## src/rtl/mem_arbiter_pkg.sv

```systemverilog
// Shared types and constants for the instruction/data memory arbiter.
package mem_arbiter_pkg;

    typedef enum logic [1:0] {
        IDLE   = 2'd0,
        BUSY_I = 2'd1,
        BUSY_D = 2'd2
    } state_t;

    localparam logic GNT_I = 1'b0;
    localparam logic GNT_D = 1'b1;

    localparam int unsigned DEF_AW = 32;
    localparam int unsigned DEF_DW = 32;

endpackage

```

## src/rtl/mem_arbiter.sv

```systemverilog
// Serialises fetch and load/store accesses onto one single-ported,
// variable-latency memory; data wins ties unless it won the previous grant.
module mem_arbiter
    import mem_arbiter_pkg::*;
#(
    parameter int unsigned AW = DEF_AW,
    parameter int unsigned DW = DEF_DW
) (
    input  logic          clk,
    input  logic          rst,
    input  logic          inst_req,
    input  logic [AW-1:0] inst_addr,
    output logic [DW-1:0] inst_rdata,
    output logic          inst_done,
    input  logic          data_req,
    input  logic          data_we,
    input  logic [AW-1:0] data_addr,
    input  logic [DW-1:0] data_wdata,
    output logic [DW-1:0] data_rdata,
    output logic          data_done,
    output logic          stall_f,
    output logic          stall_m,
    output logic          mem_req,
    output logic          mem_we,
    output logic [AW-1:0] mem_addr,
    output logic [DW-1:0] mem_wdata,
    input  logic [DW-1:0] mem_rdata,
    input  logic          mem_ready
);

    state_t state;
    state_t state_nxt;
    logic   last_grant;
    logic   elig_i;
    logic   elig_d;
    logic   grant_i;
    logic   grant_d;
    logic   retire_i;
    logic   retire_d;

    // Freeze each pipeline port until its own access retires.
    assign stall_f = inst_req & ~inst_done;
    assign stall_m = data_req & ~data_done;

    // State register
    always_ff @(posedge clk or posedge rst) begin
        if (rst) begin
            state <= IDLE;
        end else begin
            state <= state_nxt;
        end
    end

    // Next-state logic
    always_comb begin
        state_nxt = state;
        case (state)
            IDLE: begin
                if (grant_d) begin
                    state_nxt = BUSY_D;
                end else if (grant_i) begin
                    state_nxt = BUSY_I;
                end
            end
            BUSY_I, BUSY_D: begin
                if (mem_ready) begin
                    state_nxt = IDLE;
                end
            end
            default: state_nxt = IDLE;
        endcase
    end

    // Grant/retire decode; a port whose done is pulsing is masked so it is not re-granted.
    always_comb begin
        elig_i   = inst_req & ~inst_done;
        elig_d   = data_req & ~data_done;
        grant_i  = 1'b0;
        grant_d  = 1'b0;
        retire_i = 1'b0;
        retire_d = 1'b0;
        case (state)
            IDLE: begin
                grant_d = elig_d & (~elig_i | (last_grant == GNT_I));
                grant_i = elig_i & ~grant_d;
            end
            BUSY_I:  retire_i = mem_ready;
            BUSY_D:  retire_d = mem_ready;
            default: ;
        endcase
    end

    // Memory-side request registers, completion pulses and read-data capture.
    always_ff @(posedge clk or posedge rst) begin
        if (rst) begin
            last_grant <= GNT_I;
            mem_req    <= 1'b0;
            mem_we     <= 1'b0;
            mem_addr   <= '0;
            mem_wdata  <= '0;
            inst_done  <= 1'b0;
            data_done  <= 1'b0;
            inst_rdata <= '0;
            data_rdata <= '0;
        end else begin
            inst_done <= retire_i;
            data_done <= retire_d;
            if (grant_d || grant_i) begin
                mem_req    <= 1'b1;
                last_grant <= grant_d ? GNT_D : GNT_I;
                mem_we     <= grant_d & data_we;
                mem_addr   <= grant_d ? data_addr : inst_addr;
                mem_wdata  <= grant_d ? data_wdata : '0;
            end else if (retire_i || retire_d) begin
                mem_req <= 1'b0;
                mem_we  <= 1'b0;
            end
            if (retire_i) begin
                inst_rdata <= mem_rdata;
            end
            // Stores leave the previous load result in place.
            if (retire_d && !mem_we) begin
                data_rdata <= mem_rdata;
            end
        end
    end

endmodule

```

## config.mk

```make
export PLATFORM = sky130hd
export DESIGN_NAME = mem_arbiter
export DESIGN_NICKNAME = d
export VERILOG_FILES = /design/src/rtl/mem_arbiter_pkg.sv /design/src/rtl/mem_arbiter.sv
export SDC_FILE = /design/constraint.sdc
export NUM_CORES = 1
export LEC_CHECK = 0
export ABC_AREA = 1
export BUFFER_PORTS_ARGS = -buffer_cell sky130_fd_sc_hd__buf_4
export CAP_MARGIN = 15
export CORE_MARGIN = 5
export CORE_UTILIZATION = 42
export DETAILED_ROUTE_END_ITERATION = 7
export HOLD_SLACK_MARGIN = 0.03
export PLACE_DENSITY = 0.8
export SYNTH_ARGS = -nofsm -noshare
export SYNTH_HDL_FRONTEND = slang
export SYNTH_SLANG_ARGS = --single-unit
```

## constraint.sdc

```tcl
create_clock -name clk -period 3.5 [get_ports clk]
set_input_delay 0.175 -clock clk [delete_from_list [all_inputs] [get_ports clk]]
set_output_delay 0.175 -clock clk [all_outputs]
set_load 0.05 [all_outputs]
```

-- Word-level counts from Yosys, hierarchy flattened
Index checks and enable logic that the tools add are counted.
- equal/unequal tests: 4
- muxes and demuxes: 14
- bitwise operators: 11
- reduce and logical (&&, ||, !) cells: 8
- operators with widths (operator ; count):
    32-bit two-way mux ; 2
    1-bit two-way mux ; 8
    2-bit two-way mux ; 3
    1-bit bitwise AND ; 5
    1-bit NOT ; 5
    2-bit case mux with 2 select lines ; 1
    3-bit inequality test, second input constant ; 1
    2-bit by 1-bit == test with 1-bit output, second input constant ; 1
    2-bit == test, second input constant ; 1
    2-bit zero test ; 1
    1-bit logical OR ; 2
    2-bit inequality test, second input constant ; 1
    2-bit AND reduction ; 1
    2-bit nonzero test ; 1
    2-bit OR reduction ; 1
    1-bit logical AND ; 1
    1-bit zero test ; 1
    1-bit bitwise OR ; 1
- flip-flop bits (word level): 135
- input bits: 134
- output and inout port bits: 134
- logic and storage cells: 47

-- Longest topological paths before layout
- depth in word-level cells: 11
- gate-level depth with buffers: 9
- mapped depth without buffers: 7

-- Worst setup path before layout
No wires, ideal clock.
- path type: register to register
- start point: reg data_done
- end point: reg mem_addr[0]
- library setup time: 0.118 ns
- data arrival time: 1.754 ns
- data required time: 3.382 ns
- slack: 1.628 ns
- stages on the path, launching flop included: 6
- path buffers: 1
- period minus slack after synthesis: 1.872 ns
- cells stage by stage: dfrtp_1 nor2_4 buf_1 nand3b_1 nand3_1 nand2_1
- longest elaborated chain between the ends: 7
- elaborated cells on any way between the ends: 9
- classes of those cells: mux: 3; bitwise: 5; reduce/logical: 1
- ends and longest elaborated chain (element ; line ; text):
    from (decl) ; mem_arbiter.sv:20 ; output logic data_done,
    from (signal assigned) ; mem_arbiter.sv:107 ; data_done <= retire_d;
    1-bit NOT * ; n/a ;
    1-bit bitwise AND * ; n/a ;
    via stall_m ; mem_arbiter.sv:22 ; output logic stall_m,
    1-bit bitwise AND * ; mem_arbiter.sv:84 ; grant_d = elig_d & (~elig_i | (last_grant == GNT_I));
    1-bit NOT ; mem_arbiter.sv:85 ; grant_i = elig_i & ~grant_d;
    1-bit bitwise AND ; mem_arbiter.sv:85 ;
    1-bit two-way mux ; mem_arbiter.sv:82 ; case (state)
    1-bit logical OR ; mem_arbiter.sv:108 ; if (grant_d || grant_i) begin
    to (signal assigned) ; mem_arbiter.sv:112 ; mem_addr <= grant_d ? data_addr : inst_addr;
    to (decl) ; mem_arbiter.sv:25 ; output logic [AW-1:0] mem_addr,
Mark *: on every way through the listed nets, which the timed path passes. The rest lies on a longest branch.
A chain may end at the register's enable or synchronous reset.

-- Worst setup path after layout
- start point: reg state[0]
- end point: reg mem_addr[22]
- longest elaborated chain between the ends: 3
- elaborated cells on any way between the ends: 5
- classes of those cells: mux: 3; reduce/logical: 2
- ends and longest elaborated chain (element ; line ; text):
    from (decl) ; mem_arbiter.sv:31 ; state_t state;
    from (signal assigned) ; mem_arbiter.sv:50 ; state <= state_nxt;
    2-bit zero test * ; mem_arbiter.sv:82 ;
    1-bit two-way mux ; mem_arbiter.sv:82 ;
    32-bit two-way mux or 1-bit logical OR (tied branches) ; mem_arbiter.sv:112, mem_arbiter.sv:108 ;
Mark *: on every way between the ends. The rest lies on a longest branch, timed or not.

==> results by stage <==
Run status:
- The run finished with clean final reports.

Floorplanning:
- After floorplanning, the core was divided into between 40 and 50 placement rows.
- Once the floorplan was initialized, standard cells occupied between 40% and 50% of the core.
- The vertical die dimension is 126 um.
- From left edge to right edge, the die measures between 100 and 150 um.
- The floorplan step defined a die boundary enclosing 16000 sq um.
- The area of the core is approximately 13000 sq um.
- The number of top-level design ports is 268.

STA:
- The actual transition at the worst max-transition pin is 1.13 ns.
- The number of failing setup endpoints in the final timing report is 0.
- The clock period could shrink to about 2.0 ns.
- The worst path uses ~56% of the clock period.
- The number of hold violations in the final report is 0.
- The worst slew margin relative to its limit is about a quarter.
- The final setup slack of the worst path is between 1.5 and 2 ns.
- The number of pins with negative max-slew slack in the final report came to 0.
- The post-route clock skew is slightly above 0.008 ns.
- The highest achievable clock rate is roughly 0.5 GHz.
- Setup total negative slack on the finished layout was measured at 0 ns.
- Setup repair after global routing left no endpoint under its margin.

GRT:
- The number of global-route vias before repair is 5635.
- The first global-routing pass estimated just under 30 mm of wire.
- Entering global routing, the biggest net connects around 110 pins.
- The total routing usage reported by global routing is a little under a quarter.
- The number of antenna violations at the first check in global routing is 0.
- The overall overflow remaining after global route is 0.

Logic synthesis:
- By area the synthesized netlist is led by dfrtp_1, nand2_1, inv_1, nand3b_1, nand3_1.
- After synthesis, the largest area contributor takes up between 50% and 60% of total cell area.
- The number of nets produced by synthesis is about 800.
- The area of the mapped netlist is around 5700 sq um.
- For this run, asynchronously set or reset flops after synthesis account for 100%.
- Averaged over all synthesized cells, the footprint is 8.58 sq um.
- After technology mapping, the gate count stands at ~660.
- Summing the sequential cell areas from Yosys gives between 50% and 60% of the chip area.
- The cell taking the most area after synthesis is dfrtp_1.
- The most used flip-flop cell after synthesis is dfrtp_1.
- The register bit count reported by yosys is 135.
- The most common cell in the synthesized netlist is nand2_1.
- For this run, the number of Yosys warnings is 0.
- The count of different cell masters after synthesis is 18.
- The number of enable flip-flop cells after synthesis is 0.
- Sorting the synthesized cells by how often they occur yields nand2_1, dfrtp_1, inv_1.

Place:
- The count of buffers inserted at the top-level ports is 267.
- The post-detailed-placement cell area is slightly below 8000 sq um.
- Routability-driven placement finished with a final weighted congestion of about 0.83.
- After detailed placement, the design holds a cell count of between 1000 and 1500.
- Once detailed placement completed, the half-perimeter wirelength came to 11.7 mm.
- OpenSTA, run right after detailed placement, puts the worst setup slack at 1.47 ns.

Power and ir drop:
- The cell area power density is between 1000 and 1500 nW/um^2.
- The switching share of total power is slightly above 50%.
- The register share of total power is 27.6%.
- The clock network is responsible for between 10% and 20% of the overall power.
- IR analysis of the VDD net gives a maximum drop of 0.716 mV.
- The switching power is 5.05 mW.
- Combinational logic is responsible for a little over half of the overall power.
- The internal portion of the total power is 4.93 mW.
- The standby leakage power is between 5 and 6 nW.

CTS:
- The clock reaches the later pin of the worst-skew pair after 0.41 ns.
- For this design, the CTS-stage hold fixing added 57 buffers.
- No sink is reached through more buffers than the 2 on the longest clock path.
- The buffers inserted during post-CTS setup optimization is 0.
- The clock drives 135 sinks.
- In this run, post-CTS repair resized a total of 0 instances.
- The clock buffer count from CTS is 17.
- After clock tree synthesis, the clock-pin slew on the worst setup and hold paths is ~0.060 ns.
- The tree is rooted in a clkbuf_16.
- The CTS tree is yes.
- In this run the number of H-tree levels came out at 4.

Critical path:
- For the worst setup path, the data arrival time is 2.31 ns.
- The family with the most delay on the worst path is buffers and inverters.
- The critical path's slowest cell is inv_2.
- Traced cell by cell, the critical path runs through inv_1 -> ha_1 -> inv_2 -> a21oi_4 -> inv_2 -> nand2_1 -> nand2_1.
- Counting both buffers and inverters, the worst setup path holds a total of 3.
- Data on the critical path is required at its endpoint by around 3.8 ns.
- Along the worst path, the maximum fanout reaches between 60 and 70.
- The peak per-stage delay on the critical path is 0.81 ns.
- The type of the worst setup path is flip-flop to flip-flop.
- The critical path startpoint category is a flip-flop.
- The type of destination of the critical path is a flip-flop.

Drt:
- The post-route antenna net violation count is 0.
- The first TritonRoute pass finished after 6 iterations.
- After detailed routing, the number of vias per cell comes to around 4.8.
- The routed wire length per instance is about 16 um.
- The post-detailed-routing wire length is roughly 18 mm.
- The routed via count is 5541.
- For this block, the initial DRC count from the detailed router was between 300 and 400.
- After detailed routing, the number of remaining DRC violations is 0.

Cells and area:
- The post-route netlist has roughly a third of its cells at a drive strength greater than 1.
- At the end of the flow, the number of nets in the layout was around 1100.
- The number of standard cells in the layout, taps in and fillers out is between 1000 and 1500.
- After routing the design area is 8980 sq um.
- The synthesis-to-layout area growth is 58.0%.
- Cells fill 67.8% of the core in the end.
- The number of antenna diodes in the final layout is 0.

Run:
- Across the run, the number of max-cap violations was 0.

Worst hold path:
- The worst hold path belongs to the class input pin to flip-flop.
kinds of logic after synthesis:
group | count (synthesis) | synth area share (%)
buf+inv | 113 | 7.89
flops | 135 | 59.5
simple gates | 345 | 26.0
fa+ha+maj | 3 | 0.661
compound gates | 66 | 6.01
per-stage QoR:
stage          total power, mW  hold slack, ns
3_5_place_dp              8.14           0.321
4_1_cts                   9.99          0.0305
2_1_floorplan             6.38           0.292
5_1_grt                   10.5          0.0480
6_report                  9.98          0.0462
3_3_place_gp              8.04           0.314
flip-flops by register name, summed over array words and instances (netlist names):
register and cells:
inst_done 1, inst_rdata 32, mem_wdata 32, state 2
mem_we 1, last_grant 1, mem_req 1, data_rdata 32
data_done 1, mem_addr 32
placed cells by master (no fill, tap or decap):
| cell | n |
|---|---|
| clkinv_4 | 3 |
| o21ai_0 | 32 |
| nor2_1 | 1 |
| nand2_1 | 273 |
| a21oi_4 | 1 |
| clkinvlp_4 | 2 |
| bufinv_16 | 3 |
| inv_6 | 1 |
| inv_1 | 72 |
| or2_2 | 1 |
| buf_4 | 271 |
| buf_12 | 2 |
| inv_2 | 4 |
| nand3_1 | 35 |
| nor2_4 | 1 |
| ha_1 | 3 |
| dfrtp_1 | 135 |
| nand2_2 | 1 |
| dlygate4sd3_1 | 57 |
| clkbuf_16 | 17 |
| nand3b_1 | 32 |
| clkinv_2 | 5 |
| o21ai_1 | 33 |
| nand3_2 | 1 |
final cells by class:
| cell class | count | area [sq um] |
|---|---|---|
| clock buffer | 17 | 425 |
| clock inverter | 13 | 158 |
| fill | 1033 | 4270 |
| inverter | 77 | 293 |
| multi-input combinational | 414 | 1860 |
| sequential | 135 | 3380 |
| tap | 176 | 220 |
| timing repair buffer | 330 | 2650 |
power by group through the flow:
stage | Combinational (mW) | Clock (mW) | Sequential (mW)
global placement | 5.30 | 0 | 2.74
floorplan | 1.17 | 0 | 5.22
finish | 5.45 | 1.77 | 2.76
detailed placement | 5.40 | 0 | 2.74
global route | 5.78 | 1.87 | 2.85
CTS | 5.45 | 1.80 | 2.74
worst register-to-register path, stage by stage (launching register included):
cell and delay (ns):
dfrtp_1 0.37, inv_1 0.07, ha_1 0.24, inv_2 0.08, a21oi_4 0.03, inv_2 0.81, nand2_1 0.18, nand2_1 0.13
metal layers:
metal | part of all wire, % | track usage, % | wire length (um) | vias to the layer above
li1 | - | - | - | 2665
met1 | 39 | 28.9 | 7160 | 2555
met2 | 48 | 37.5 | 8880 | 285
met3 | 10 | 8.03 | 1930 | 36
met4 | 2.3 | 7.95 | 429 | 0
met5 | 0 | 0 | 0 | -
path summary, 6_finish.rpt:
| check | start | end | slack, ns | depth (start not counted) |
|---|---|---|---|---|
| worst max-delay path | state[0] | mem_addr[22] | 1.53 | 7 |
| worst min-delay path | mem_rdata[21] | data_rdata[21] | 0.05 | 3 |
| worst max register to register | state[0] | mem_addr[22] | 1.53 | 7 |
| worst min register to register | last_grant | last_grant | 0.47 | 2 |
| max in group asynchronous | rst | mem_addr[28] | 2.07 | 4 |
| min in group asynchronous | rst | inst_rdata[6] | 0.45 | 3 |
(Power assumes the default switching activity.)
